**src/rtl/fetch_unit.sv**
```systemverilog
// Instruction fetch front end: one outstanding imem request, 1-entry skid buffer, redirect squash.
// First valid_dec 2 cycles after reset with 1-cycle memory; pc_stall holds the output slot and parks one return in the skid.
module fetch_unit #(
  parameter logic [31:0] RESET_PC  = 32'h0000_0000,
  parameter logic [31:0] NOP_INSTR = 32'h0000_0013
) (
  input  logic        clk,
  input  logic        rst,
  input  logic        pc_stall,
  input  logic        flush_fe,
  input  logic [31:0] redirect_target,
  output logic        imem_req,
  output logic [31:0] imem_addr,
  input  logic        imem_gnt,
  input  logic        imem_rvalid,
  input  logic [31:0] imem_rdata,
  output logic        valid_dec,
  output logic [31:0] instr_dec,
  output logic [31:0] pc_dec
);

  typedef enum logic [1:0] {IDLE = 2'd0, WAIT = 2'd1, DROP = 2'd2} state_t;

  state_t      state;
  state_t      state_nxt;
  logic [31:0] pc_q;
  logic [31:0] req_pc;
  logic        skid_valid;
  logic [31:0] skid_instr;
  logic [31:0] skid_pc;
  logic        accept;
  logic        consume;

  // A full skid means the output is blocked, so no new fetch is launched.
  assign imem_req  = (state == IDLE) && !skid_valid && !flush_fe && !rst;
  assign imem_addr = pc_q;
  assign accept    = imem_req && imem_gnt;
  assign consume   = valid_dec && !pc_stall;

  always_ff @(posedge clk) begin
    if (rst) begin
      state <= IDLE;
    end else begin
      state <= state_nxt;
    end
  end

  always_comb begin
    state_nxt = state;
    case (state)
      IDLE: begin
        if (accept) state_nxt = WAIT;
      end
      WAIT: begin
        // A return in the flush cycle is dropped here, so go straight back to IDLE.
        if (imem_rvalid)   state_nxt = IDLE;
        else if (flush_fe) state_nxt = DROP;
      end
      DROP: begin
        if (imem_rvalid) state_nxt = IDLE;
      end
      default: state_nxt = IDLE;
    endcase
  end

  always_ff @(posedge clk) begin
    if (rst) begin
      pc_q       <= RESET_PC;
      req_pc     <= 32'd0;
      valid_dec  <= 1'b0;
      instr_dec  <= NOP_INSTR;
      pc_dec     <= 32'd0;
      skid_valid <= 1'b0;
      skid_instr <= 32'd0;
      skid_pc    <= 32'd0;
    end else begin
      if (flush_fe) begin
        pc_q <= redirect_target & 32'hFFFF_FFFC;
      end else if (accept) begin
        pc_q <= pc_q + 32'd4;
      end

      if (accept) begin
        req_pc <= pc_q;
      end

      if (flush_fe) begin
        valid_dec  <= 1'b0;
        instr_dec  <= NOP_INSTR;
        skid_valid <= 1'b0;
      end else if (skid_valid && consume) begin
        valid_dec  <= 1'b1;
        instr_dec  <= skid_instr;
        pc_dec     <= skid_pc;
        skid_valid <= 1'b0;
      end else if ((state == WAIT) && imem_rvalid) begin
        if (!valid_dec || consume) begin
          valid_dec <= 1'b1;
          instr_dec <= imem_rdata;
          pc_dec    <= req_pc;
        end else begin
          skid_valid <= 1'b1;
          skid_instr <= imem_rdata;
          skid_pc    <= req_pc;
        end
      end else if (consume) begin
        valid_dec <= 1'b0;
        instr_dec <= NOP_INSTR;
      end
    end
  end

  a_skid_implies_out: assert property (@(posedge clk) disable iff (rst)
    skid_valid |-> valid_dec);
  a_single_outstanding: assert property (@(posedge clk) disable iff (rst)
    (state != IDLE) |-> !imem_req);
  a_idle_rvalid_ignored: assert property (@(posedge clk) disable iff (rst)
    ((state == IDLE) && imem_rvalid && !valid_dec) |=> !valid_dec);

endmodule

```
**config.mk**
```make
export PLATFORM = sky130hd
export DESIGN_NAME = fetch_unit
export DESIGN_NICKNAME = d
export VERILOG_FILES = /design/src/rtl/fetch_unit.sv
export SDC_FILE = /design/constraint.sdc
export NUM_CORES = 1
export LEC_CHECK = 0
export CAP_MARGIN = 20
export CORE_ASPECT_RATIO = 1.1
export CORE_MARGIN = 3
export CORE_UTILIZATION = 46
export DETAILED_ROUTE_END_ITERATION = 16
export PLACE_DENSITY = 0.75
export SLEW_MARGIN = 20
export SYNTH_ARGS = -nofsm -noshare
export SYNTH_HDL_FRONTEND = slang
export SYNTH_SLANG_ARGS = --single-unit
```
**constraint.sdc**
```tcl
create_clock -name clk -period 1.9 [get_ports clk]
set_input_delay 0.285 -clock clk [delete_from_list [all_inputs] [get_ports clk]]
set_output_delay 0.285 -clock clk [all_outputs]
set_load 0.05 [all_outputs]
```
==> run summary <==
Global routing consumed, on the met1 layer, 28.7% of the routing resources. The number of buffers created by CTS is 17. Summed over all cells, the static leakage comes to 4.50 nW. The area added between synthesis and finish came out at 35.6%. For this run, the register share of the synthesized area comes to 47.5%. In the synthesized netlist the async set-or-reset flop fraction comes to 0%. Counting flops with a built-in enable in the synthesized netlist gives 0. Measured along the x axis, the die boundary spans 131 um. The number of DRC markers in iteration 0 came out at 499. The clock sink count is 188. The run finished with clean final reports. Setup violations remaining at the end of the flow were counted as 0. Derived from the worst setup path, the maximum achievable clock frequency is 0.540 GHz. The global routing usage on met3 came out at 7.46%.

The classification of the worst setup path is reg -> out. The class of the worst hold path is in -> reg. The number of antenna violations at the first check in global routing is 1. The final critical-path required period is 1.85 ns. The core region is 0.0166 mm2. The total negative slack for setup checks came out at 0 ns.

On the critical path, the stage with the largest delay is an instance of sky130_fd_sc_hd__clkdlybuf4s50_1. sky130_fd_sc_hd__nand2_1 is the most common cell in the netlist. The remaining max-slew budget at the tightest pin came out at 56.5%. The count of boundary I/O pins came out at 168. The count of cells in the finished layout, fillers not included, comes to 1380. The initialized floorplan defines 49 standard-cell rows.

After synthesis, the most frequently instantiated cells are sky130_fd_sc_hd__nand2_1, sky130_fd_sc_hd__dfxtp_1, sky130_fd_sc_hd__a21oi_1. In the synthesized netlist the dominant register cell turns out to be sky130_fd_sc_hd__dfxtp_1. The final number of max-transition violations came to 0. The detail-routed net length per standard cell came out at 16.0 um.

The total die area is 0.0189 mm2. The via count of the first global-routing pass came out at 7070. For the pin with the worst max-slew slack, the measured transition is 0.653 ns. The largest fanout of any net on the critical path is 2.

The total number of nets in the final design is 1209. The post-detailed-route DRC marker count is 0. The average size of a mapped cell is 8.18 um2. The largest net degree at the start of global routing is 64.

The number of I/O port buffers came out at 161. In the post-synthesis netlist, the biggest area contributors are sky130_fd_sc_hd__dfxtp_1, sky130_fd_sc_hd__nand2_1, sky130_fd_sc_hd__a21oi_1, sky130_fd_sc_hd__mux2i_1, sky130_fd_sc_hd__nor2_1. The post-DP HPWL is 14.7 mm. The height of the die came out at 144 um. Global routing used 23.0% of the available tracks across all layers. The routability congestion estimate came out at 0.801. The initial standard-cell utilization of the core is 47.7%. The total congestion overflow came out at 0. The pre-antenna-repair detailed-routing pass consisted of 5 iterations. The number of nets still failing antenna checks after routing came out at 0. The number of antenna diodes in the final layout is 0. Using the TritonRoute via totals, the vias-per-cell ratio works out to 5.35. The routed layout has 7384 vias. The H-tree generated during clock tree synthesis spans 4 levels. After filler insertion, the fill cell instance count of the layout stands at 1440. The number of buffers and inverters on the critical path is 1. The number of hold-slack violations in the final timing report is 0. The largest delay contributor family on the critical path is buffers and inverters. The met2 capacity usage during global routing came out at 38.8%. Max-cap violations in this run came to 0. STA classifies the critical path startpoint as a flop. The flip-flop and latch count after synthesis came out at 188.

The routed wire length came out at 22.1 mm. Counting distinct cell types in the post-synthesis netlist gives 50. The largest area contributor in the synthesized netlist is sky130_fd_sc_hd__dfxtp_1. The global routing's busiest layer is met2. The final hold slack came out at 0.150 ns. The total of warnings raised by yosys is 0. TritonCTS built the clock tree.

The fraction of post-synthesis cell area in the top cell type by area came out at 47.5%. The total power per unit cell area is 813 mW/mm2. The first global-routing pass estimated 35.5 mm of wire. After technology mapping, the gate count stands at 970. The critical path goes through clkdlybuf4s50_1. The required time at the endpoint of the critical path came out at 1.62 ns. The signal arrival time at the worst endpoint came out at 1.57 ns.

The tree is rooted in a sky130_fd_sc_hd__clkbuf_16. The post-route clock skew came out at 0.00788 ns. The largest single stage delay on the critical path is 0.80 ns. The cell area that synthesis handed to floorplanning was 0.00793 mm2.

The post-route netlist has 14.9% of its cells at a drive strength greater than 1. The maximum clock path buffer count is 2. The final critical path takes up 97.5% of the cycle. STA classifies the critical path endpoint as an output pin. The worst voltage drop across the vdd grid came out at 0.631 mV. The clock network latency to the later pin of the worst-skew pair came out at 0.43 ns.

In this run, placement finished with an instance count of 1344. The clock-pin slew on the worst setup and hold paths is 0.07 ns. In this run the register-to-register setup slack is 0.09 ns.
[where the power goes]
| part | total (mW) | switching, mW | internal, mW | leakage, nW |
|---|---|---|---|---|
| combinational | 0.919 | 0.535 | 0.385 | 2.66 |
| sequential | 4.09 | 0.0825 | 4.01 | 1.53 |
| clock | 3.73 | 1.66 | 2.08 | 0.305 |
[flip-flops by register name, summed over array words and instances, names as in the netlist]
| name | cells |
|---|---|
| imem_addr | 30 |
| instr_dec | 32 |
| pc_dec | 30 |
| req_pc | 30 |
| skid_instr | 32 |
| skid_pc | 30 |
| skid_valid | 1 |
| state | 2 |
| valid_dec | 1 |
[path summary, 6_finish.rpt]
check,from,to,cells past startpoint
max reg2reg,state[1]$_SDFFE_PP0P_,pc_dec[11]$_SDFFE_PP0P_,7
max,instr_dec[7]$_SDFFE_PP0P_,instr_dec[7],1
min,rst,imem_addr[10]$_SDFFE_PP0P_,2
min reg2reg,skid_instr[4]$_SDFFE_PP0P_,skid_instr[4]$_SDFFE_PP0P_,2
[worst register-to-register path, cell delays in order, from the launching register on]
cell and delay, ns:
sky130_fd_sc_hd__dfxtp_1 0.37, sky130_fd_sc_hd__nand3b_1 0.24, sky130_fd_sc_hd__buf_4 0.17, sky130_fd_sc_hd__a221oi_4 0.26, sky130_fd_sc_hd__buf_4 0.16, sky130_fd_sc_hd__buf_12 0.17
sky130_fd_sc_hd__nor2_1 0.07, sky130_fd_sc_hd__a311oi_1 0.27
[cells by family after synthesis]
kind of cell	after synthesis	synth area share [%]
AND/OR/NAND/NOR	422	23.0
AO/OA/AOI/OAI	208	17.0
multiplexers	38	4.89
other	1	0.0473
XOR/XNOR	21	2.32
flip-flops	188	47.5
adder cells (fa/ha/maj)	1	0.158
buffers and inverters	91	5.21
[per-stage QoR]
step | power, mW | instance area, um2 | setup slack [ns] | util (%)
2_1_floorplan | 4.69 | 7970 | 0.0158 | -
3_3_place_gp | 5.09 | 10000 | -0.208 | 60.4
6_report | 8.74 | 10800 | 0.0481 | 64.7
3_5_place_dp | 5.10 | 10000 | -0.234 | 60.4
5_1_grt | 9.05 | 10800 | -0.0113 | 64.7
4_1_cts | 8.81 | 10600 | 0.00287 | 64.0
[placed cells by master (no fill, tap or decap), drive strengths merged, types with 17 or more instances in the layout]
cell,count
dfxtp,188
buf,100
a2bb2oi,30
nand4,18
a311oi,30
nand2,270
nor2,75
clkbuf,20
inv,21
dlygate4sd2,17
mux2i,32
a21oi,114
clkdlybuf4s50,82
dlymetal6s2s,25
[layout make-up]
cell class | instances | area (um2) | share of cell area (%)
repair buffers | 225 | 2210 | 20.5
inverters | 12 | 45.0 | 0.419
well taps | 229 | 287 | 2.66
clock buffers | 19 | 453 | 4.21
clock inverters | 13 | 170 | 1.58
multi-input cells | 694 | 3810 | 35.4
flip-flops and latches | 188 | 3790 | 35.2
[repair_timing]
item                                   in CTS  in global routing
endpoints found under the hold margin       0                  0
resized for setup                          17                 29
setup endpoints to repair                  17                 35
hold buffers                                0                  0
gates cloned                                0                  1
buffers inserted                            0                  3
pin swaps                                   0                  4
[metal layers]
layer | wire length [um] | vias up
met2 | 10600 | 244
met5 | 13 | -
met4 | 344 | 2
met1 | 9440 | 3472
met3 | 1720 | 31
li1 | - | 3635
(Power assumes the default switching activity.)
